File: src/rtl/display_pkg.sv
// Shared constants and types for the eight-digit seven-segment display path.
package display_pkg;

    localparam int unsigned NIBBLES = 8;
    localparam int unsigned DATA_W  = 32;
    localparam int unsigned SEG_W   = 7;

    // All segments off (active-low)
    localparam logic [SEG_W-1:0] SEG_BLANK = 7'h7F;

    // Active-low {g,f,e,d,c,b,a} patterns, indexed by nibble value 0..F
    localparam logic [15:0][SEG_W-1:0] SEG_CODES = {
        7'h0E, 7'h06, 7'h21, 7'h46, 7'h03, 7'h08, 7'h10, 7'h00,
        7'h78, 7'h02, 7'h12, 7'h19, 7'h30, 7'h24, 7'h79, 7'h40
    };

    typedef enum logic {
        IDLE      = 1'b0,
        HIGHLIGHT = 1'b1
    } disp_state_e;

endpackage

File: src/rtl/hex_to_seven_seg.sv
// Combinational nibble to active-low seven-segment pattern decoder.
module hex_to_seven_seg
    import display_pkg::*;
(
    input  logic [3:0]       nibble,
    output logic [SEG_W-1:0] seg_c
);

    assign seg_c = SEG_CODES[nibble];

endmodule

File: src/rtl/hex_display_driver.sv
// Captures a 32-bit debug word, blanks leading zeros and blinks the digits
// that changed on the last capture, driving eight registered active-low digits.
module hex_display_driver
    import display_pkg::*;
#(
    parameter int unsigned HIGHLIGHT_CYCLES = 50_000_000,
    parameter int unsigned BLINK_BIT        = 22,
    parameter int unsigned CNT_W            = 26
) (
    input  logic              Clock,
    input  logic              Reset,
    input  logic [DATA_W-1:0] Value_In,
    input  logic              Update_Strobe,
    input  logic              Freeze,
    input  logic              Blank_Leading_Zeros,
    output logic [SEG_W-1:0]  HEX0,
    output logic [SEG_W-1:0]  HEX1,
    output logic [SEG_W-1:0]  HEX2,
    output logic [SEG_W-1:0]  HEX3,
    output logic [SEG_W-1:0]  HEX4,
    output logic [SEG_W-1:0]  HEX5,
    output logic [SEG_W-1:0]  HEX6,
    output logic [SEG_W-1:0]  HEX7,
    output logic [NIBBLES-1:0] Change_Mask,
    output logic              Highlight_Active
);

    localparam logic [CNT_W-1:0] TIMER_RELOAD = CNT_W'(HIGHLIGHT_CYCLES - 1);

    disp_state_e                     state;
    disp_state_e                     state_next;
    logic [DATA_W-1:0]               captured;
    logic [DATA_W-1:0]               captured_next;
    logic [NIBBLES-1:0]              change_mask;
    logic [NIBBLES-1:0]              mask_next;
    logic [CNT_W-1:0]                timer;
    logic [CNT_W-1:0]                timer_next;
    logic [CNT_W-1:0]                blink_cnt;
    logic                            capture_c;
    logic [NIBBLES-1:0]              diff_c;
    logic [2:0]                      msd_c;
    logic [NIBBLES-1:0][SEG_W-1:0]   enc_c;
    logic [NIBBLES-1:0][SEG_W-1:0]   seg_next;
    logic [NIBBLES-1:0][SEG_W-1:0]   hex_q;
    logic                            unused_cnt_bits_c;

    assign capture_c = Update_Strobe & ~Freeze;

    // Only the blink phase bit of the free-running counter is observed
    assign unused_cnt_bits_c = ^blink_cnt;

    // One decoder per digit, fed from the captured word
    for (genvar k = 0; k < NIBBLES; k++) begin : g_dec
        hex_to_seven_seg u_dec (
            .nibble (captured[4*k +: 4]),
            .seg_c  (enc_c[k])
        );
    end

    // Per-nibble difference between the incoming word and the held word
    always_comb begin
        diff_c = '0;
        for (int k = 0; k < NIBBLES; k++) begin
            diff_c[k] = (Value_In[4*k +: 4] != captured[4*k +: 4]);
        end
    end

    // Most significant nonzero nibble of the held word (0 when all zero)
    always_comb begin
        msd_c = '0;
        for (int k = 1; k < NIBBLES; k++) begin
            if (captured[4*k +: 4] != 4'h0) begin
                msd_c = 3'(k);
            end
        end
    end

    // Next state: capture, highlight mask and timer; a capture beats expiry
    always_comb begin
        state_next    = state;
        mask_next     = change_mask;
        timer_next    = timer;
        captured_next = captured;

        if (capture_c) begin
            captured_next = Value_In;
        end

        case (state)
            IDLE: begin
                if (capture_c && (diff_c != '0)) begin
                    state_next = HIGHLIGHT;
                    mask_next  = diff_c;
                    timer_next = TIMER_RELOAD;
                end
            end
            HIGHLIGHT: begin
                if (capture_c && (diff_c != '0)) begin
                    mask_next  = diff_c;
                    timer_next = TIMER_RELOAD;
                end else if (timer == '0) begin
                    state_next = IDLE;
                    mask_next  = '0;
                end else begin
                    timer_next = timer - CNT_W'(1);
                end
            end
            default: begin
                state_next = IDLE;
                mask_next  = '0;
                timer_next = '0;
            end
        endcase
    end

    // Segment patterns after leading-zero blanking and blink darkening
    always_comb begin
        seg_next = '0;
        for (int k = 0; k < NIBBLES; k++) begin
            if ((change_mask[k] && blink_cnt[BLINK_BIT] && (state == HIGHLIGHT)) ||
                (Blank_Leading_Zeros && (3'(k) > msd_c))) begin
                seg_next[k] = SEG_BLANK;
            end else begin
                seg_next[k] = enc_c[k];
            end
        end
    end

    // State register: FSM, captured word, mask, timer and blink counter
    always_ff @(posedge Clock or posedge Reset) begin
        if (Reset) begin
            state            <= IDLE;
            captured         <= '0;
            change_mask      <= '0;
            timer            <= '0;
            blink_cnt        <= '0;
            Highlight_Active <= 1'b0;
        end else begin
            state            <= state_next;
            captured         <= captured_next;
            change_mask      <= mask_next;
            timer            <= timer_next;
            blink_cnt        <= blink_cnt + CNT_W'(1);
            Highlight_Active <= (state_next == HIGHLIGHT);
        end
    end

    // Registered segment outputs
    always_ff @(posedge Clock or posedge Reset) begin
        if (Reset) begin
            hex_q <= {NIBBLES{SEG_BLANK}};
        end else begin
            hex_q <= seg_next;
        end
    end

    assign Change_Mask = change_mask;
    assign HEX0 = hex_q[0];
    assign HEX1 = hex_q[1];
    assign HEX2 = hex_q[2];
    assign HEX3 = hex_q[3];
    assign HEX4 = hex_q[4];
    assign HEX5 = hex_q[5];
    assign HEX6 = hex_q[6];
    assign HEX7 = hex_q[7];

endmodule

File: config.mk
export PLATFORM = sky130hd
export DESIGN_NAME = hex_display_driver
export DESIGN_NICKNAME = d
export VERILOG_FILES = /design/src/rtl/display_pkg.sv /design/src/rtl/hex_to_seven_seg.sv /design/src/rtl/hex_display_driver.sv
export SDC_FILE = /design/constraint.sdc
export NUM_CORES = 1
export LEC_CHECK = 0
export ABC_AREA = 1
export CAP_MARGIN = 30
export CORE_MARGIN = 5
export CORE_UTILIZATION = 42
export CTS_CLUSTER_SIZE = 8
export DETAILED_ROUTE_END_ITERATION = 8
export PLACE_DENSITY = 0.71
export SLEW_MARGIN = 0
export SYNTH_ARGS = -nofsm -noshare
export SYNTH_HDL_FRONTEND = slang
export SYNTH_SLANG_ARGS = --single-unit
File: constraint.sdc
create_clock -name Clock -period 14.6 [get_ports Clock]
set_input_delay 2.92 -clock Clock [delete_from_list [all_inputs] [get_ports Clock]]
set_output_delay 2.92 -clock Clock [all_outputs]
set_load 0.01 [all_outputs]
### After elaboration in Yosys (flattened, before gate mapping)

Memories as Yosys holds them, arrays and structs flattened.
Cells that the tools add are included.

* equal/unequal tests: 11
* magnitude comparators: 16
* muxes and demuxes: 35
* add/sub/neg operators: 2
* reductions and logical operators: 44
* bitwise operators: 3

Operator list (count)
* 7-bit 2-to-1 mux: 16
* 26-bit 2-to-1 mux: 3
* 26-bit case mux with 2 select lines: 1
* 4-bit by 5-bit less-than comparator with 1-bit output, second input constant: 8
* 4-bit inequality test: 8
* 4-bit nonzero test: 7
* 26-bit by 1-bit adder with 26-bit output, second input constant: 1
* 26-bit logical NOT: 1
* 26-bit by 1-bit subtractor with 26-bit output, second input constant: 1
* 1-bit logical AND: 25
* 8-bit 2-to-1 mux: 3
* 8-bit case mux with 2 select lines: 1
* 3-bit 2-to-1 mux: 5
* 3-bit > comparator, first input constant: 4
* 1-bit logical OR: 8
* 8-bit nonzero test: 1
* 1-bit by 3-bit > comparator with 1-bit output, first input constant: 2
* 2-bit by 3-bit > comparator with 1-bit output, first input constant: 2
* 1-bit 2-to-1 mux: 4
* 2-bit AND reduction: 2
* 3-bit by 1-bit inequality test with 1-bit output, second input constant: 1
* 3-bit inequality test, second input constant: 1
* 2-bit 2-to-1 mux: 1
* 2-bit inequality test, second input constant: 1
* other kinds (3): 4

* bits in registers: 149
* memories: 8
* word-level logic and storage cells: 132
* input port bits: 37
* bits in read-only memories: 896

Memories
* (name not given): words 16, width 7, read ports 1, clocked after Yosys merged registers in 0, write ports 0, line hex_to_seven_seg.sv:9 `assign seg_c = SEG_CODES[nibble];`
* (name not given): words 16, width 7, read ports 1, clocked after Yosys merged registers in 0, write ports 0, line hex_to_seven_seg.sv:9
* (name not given): words 16, width 7, read ports 1, clocked after Yosys merged registers in 0, write ports 0, line hex_to_seven_seg.sv:9
* (name not given): words 16, width 7, read ports 1, clocked after Yosys merged registers in 0, write ports 0, line hex_to_seven_seg.sv:9
* (name not given): words 16, width 7, read ports 1, clocked after Yosys merged registers in 0, write ports 0, line hex_to_seven_seg.sv:9
* (name not given): words 16, width 7, read ports 1, clocked after Yosys merged registers in 0, write ports 0, line hex_to_seven_seg.sv:9
* 2 more memories

### Depth between registers and ports, before layout

* word-level depth: 12
* gate-level depth with buffers: 14

### Hierarchy

Synthesis repeated with hierarchy kept, for this count alone.

* cells, all modules: 1145
* area total of the unflattened synthesis: 8926.1 um2

Modules (own cells, without submodules)
* hex_display_driver: area each 6734.0 um2, cells each 753, seq. area each 3723.6 um2, times used 1
* hex_to_seven_seg: area each 274.0 um2, cells each 49, seq. area each 0.0 um2, times used 8

### Worst setup path before layout

Ideal clock, no wire load.

* kind: input-to-reg
* start: in Value_In[0]
* end: reg timer[15]
* arrival time: 3832 ps
* path buffers: 1
* path slack: 10651 ps
* stages on the path: 13
* library setup time: 117 ps
* cells stage by stage: inv_1 > nand2_1 > nand2_1 > nand2_1 > nor2_1 > nand2_1 > nor2_1 > nand2_1 > nand2_2 > buf_4 > nand3_1 > nand2_1 > nand2_1

* longest elaborated chain between the ends: 5
* elaborated cells on any way between the ends: 8
* those cells by class: 3 x eq/ne; 2 x mux; 3 x reduce/logical

RTL lines
* start: declaration: line hex_display_driver.sv:12 `input logic [DATA_W-1:0] Value_In,`
* 4-bit inequality test *: line hex_display_driver.sv:64 `diff_c[k] = (Value_In[4*k +: 4] != captured[4*k +: 4]);`
* 8-bit nonzero test *: line hex_display_driver.sv:91, hex_display_driver.sv:98
* 1-bit logical AND *: line hex_display_driver.sv:91, hex_display_driver.sv:98
* 26-bit 2-to-1 mux, or another cell as far along: line hex_display_driver.sv:98 `if (capture_c && (diff_c != '0)) begin`
* 26-bit case mux with 2 select lines or 2-bit AND reduction (tied branches)
* end signal: assignment: line hex_display_driver.sv:142 `timer <= timer_next;`
* end: declaration: line hex_display_driver.sv:36 `logic [CNT_W-1:0] timer;`

Mark *: on every way between the ends. The rest lies on a longest branch, timed or not.
A chain may end at the register's enable or synchronous reset.

### Final worst setup path

* start: in Freeze
* end: reg timer[12]

* longest elaborated chain between the ends: 5
* elaborated cells on any way between the ends: 8
* those cells by class: 2 x eq/ne; 2 x mux; 2 x bitwise; 2 x reduce/logical

RTL lines
* start: declaration: line hex_display_driver.sv:14 `input logic Freeze,`
* 1-bit inverter *: line hex_display_driver.sv:47 `assign capture_c = Update_Strobe & ~Freeze;`
* 1-bit bitwise AND *: line hex_display_driver.sv:47
* 1-bit logical AND *: line hex_display_driver.sv:91, hex_display_driver.sv:98
* 26-bit 2-to-1 mux, or another cell as far along: line hex_display_driver.sv:98
* 26-bit case mux with 2 select lines or 2-bit AND reduction (tied branches)

Marked as above.

==> impl_metrics.csv <==
group,metric,value,unit
status,outcome,"completed",
synth,synth_edf_count,0,
sta,max_slew_margin,48.5,%
synth,yosys-top-cells-area,"dfrtp_1 (28%), dfstp_2 (18%), nand2_1 (11%), ha_1 (7.1%), nand3_1 (5.3%)",
critical_path,critPathMaxFanout,42,
sta,rsz0062_at_grt,"false",
route,vias,6729,
sta,period_minus_slack,5490,ps
floorplan,core,19300,µm²
min_path,hold_end,"blink_cnt[18]$_DFF_PP0_",
place,io_buffers,101,
route,drt_iter0_markers,394,
place,dpl.hpwl,13500,µm
synth,synth-simple-area-share,24.4,%
synth,yosys.area_share.xor_xnor,5.27,%
pwr,clock_power_share,36.7,%
final_layout,drive_gt1_share,10.6,%
min_path,hp-class,"register to register",
floorplan,die_h,149,µm
pwr,power_density,126,nW/µm²
grt,grt_max_degree,89,
critical_path,worst_r2r_endpoint,"timer[12]$_DFFE_PP0P_",
sta,setup_viol,0,
sta,fmax,182,MHz
sta,tightestPinTransition,773,ps
pwr,intPower,0.000904,W
synth,syn_avg_cell_area,8.29,µm²
route,drt-total-wl,18600,µm
sta,finClkSkew,8.73,ps
synth,synthFlopType,"dfrtp_1",
clock_network,clock_latency,420,ps
synth,synth_area_leader_cell,"dfrtp_1",
clock_network,hold_buffers,0,
synth,synth_warnings,0,
grt,grt-ovfl-total,0,
pwr,switching_share,28.1,%
clock_network,cts_tree,"done",
floorplan,die_x,149,µm
place,post-place-ws,8650,ps
grt,grt_pass1_vias,6576,
pwr,p_seq_share,41.6,%
final_layout,instances_no_fill,1350,
route,drtAntennaViolNets,0,
sta,finalHoldViolCount,0,
pwr,ir_worst_vdd,0.0897,mV
synth,synth_most_common_cell,"nand2_1",
grt,grt_pass1_wl,31600,µm
clock_network,path_clk_slew,60,ps
floorplan,floorplan.initialDensity,42.3,%
pwr,pwr-share-comb,21.6,%
clock_network,post_cts_buffers,0,
synth,synth_compound_area_share,10.8,%
min_path,min-delay-start,"blink_cnt[18]$_DFF_PP0_",
synth,synth_top_area_share,27.7,%
synth,synth_fa_ha_area_share,7.07,%
synth,synth_cells,982,
clock_network,numCtsBuffers,17,
pwr,switchingPower,0.000353,W
synth,async_flop_share,100,%
critical_path,critPathLaunchType,"input port",
floorplan,io_pins,102,
clock_network,cts_max_level,4,
critical_path,ff2ff_path_depth,11,
final_layout,nNetsFinal,1155,
grt,grt_use_total,17.5,%
route,drtPass1Iterations,4,
sta,fin_crit_sh,37.6,%
pwr,p_leak,4.47,nW
final_layout,fin_util,51.8,%
clock_network,clock-root-buffer,"clkbuf_16",
floorplan,dieArea,22300,µm²
synth,synth-seq-area-share,45.7,%
grt,antenna_found_initial,0,
critical_path,crit-reg2reg-launch,"captured[19]$_DFFE_PP0P_",
run,cap_violations,0,
synth,synthMuxAreaShare,0,%
clock_network,clock_path_buffers,2,
critical_path,rrSetupSlack,11970,ps
synth,ys_ff_latch,146,
sta,tns,0,ps
clock_network,cts.sinks,146,
critical_path,critical_path_required,14910,ps
final_layout,area_delta_synth_final,22.6,%
sta,slew_violations,0,
synth,synthTopCellsByCount,"nand2_1 (231), inv_1 (97), nor2_1 (94)",
critical_path,end_kind,"register",
synth,syn-num-nets,1065,
route,drc,0,
min_path,worstHoldPathCells,1,
place,dp.cells,1318,
place,place_congestion,0.885,
synth,synth_cell_types,42,
route,vias_per_cell,4.98,
critical_path,worstPathArrival,5800,ps
route,wire_per_inst,13.8,µm
synth,synth_top_family_by_area,"simple AND/OR/NAND/NOR gates",
critical_path,criticalPathCategory,"input port to register",
final_layout,antenna_cells,0,
synth,syn-cell-area,8140,µm²
sta,finalWorstSetupSlack,9110,ps
floorplan,row_count,51,
clock_network,cts_resized,0,
==> per-stage QoR <==
stage	hold WS, ps	total power [W]	area [µm²]
2_1_floorplan	422	0.000678	8140
3_3_place_gp	443	0.000800	9340
3_5_place_dp	455	0.000803	9360
4_1_cts	474	0.00127	9990
5_1_grt	485	0.00133	9990
6_report	466	0.00126	9990
==> worst max-delay path, stage by stage <==
cell             delay (ps)
clkdlybuf4s50_1         450
inv_1                    30
nand2_1                 460
clkinv_1                490
buf_12                  310
nand2_2                 550
inv_1                   320
nor2_1                  170
nand2_1                  70
==> per-layer routing <==
metal	global-route usage, %	routed length [µm]
met5	0	0
met4	5.26	340
met3	5.44	1180
met2	27.4	8550
met1	23.3	8550
==> registers in the layout, summed over array words and instances (netlist names) <==
register     count
timer           26
HEX4             7
HEX0             7
HEX6             7
state            1
HEX7             7
HEX2             7
blink_cnt       23
HEX3             7
Change_Mask      8
HEX5             7
captured        32
HEX1             7
==> final cells by class <==
class	instances	area (µm²)
fill	1791	9290
multi-input combinational	700	3870
sequential	146	3720
timing repair buffer	103	1040
clock buffer	19	443
inverter	104	400
tap	265	332
clock inverter	13	181
==> power groups by stage <==
stage | combinational [W] | clock (W) | sequential (W)
5_1_grt | 0.000305 | 0.000489 | 0.000532
4_1_cts | 0.000275 | 0.000469 | 0.000524
6_report | 0.000272 | 0.000462 | 0.000523
3_5_place_dp | 0.000273 | 0 | 0.000530
2_1_floorplan | 0.000145 | 0 | 0.000533
3_3_place_gp | 0.000271 | 0 | 0.000529
==> logic make-up after synthesis <==
logic type	after synthesis
simple gates	457
flops	146
compound gates	148
fa+ha+maj	46
buf+inv	136
xor+xnor	49
==> worst max-delay path by stage <==
stage                                            end  slack (ps)  cells past startpoint    from
final                          timer[12]$_DFFE_PP0P_        9110                      9  Freeze
after global routing           timer[17]$_DFFE_PP0P_        8840                      9  Freeze
after CTS                      timer[12]$_DFFE_PP0P_        9100                      9  Freeze
after detailed placement       timer[12]$_DFFE_PP0P_        8650                      9  Freeze
after global placement         timer[25]$_DFFE_PP0P_        7920                      8  Freeze
after floorplan           Change_Mask[0]$_DFFE_PP0P_        7850                      1   Reset
==> placed cells by master, fill, tap and decap left out, types with 4 or more instances in the layout <==
master           instances
nor2_2                   5
nor2_1                  94
ha_1                    46
clkdlybuf4s50_1        101
o311ai_0                 6
clkbuf_16               17
nand3_1                 87
nand2_1                231
nor3_1                   9
nand4_1                 12
inv_6                    4
clkinv_2                 4
nand3b_1                 7
xor2_1                  17
inv_2                    4
inv_1                   96
bufinv_16                4
o211ai_1                22
dfstp_2                 56
xnor2_1                 32
dfrtp_1                 90
a21oi_1                 25
o21ai_0                 74
Note: power is estimated with default switching activity, not from simulation.
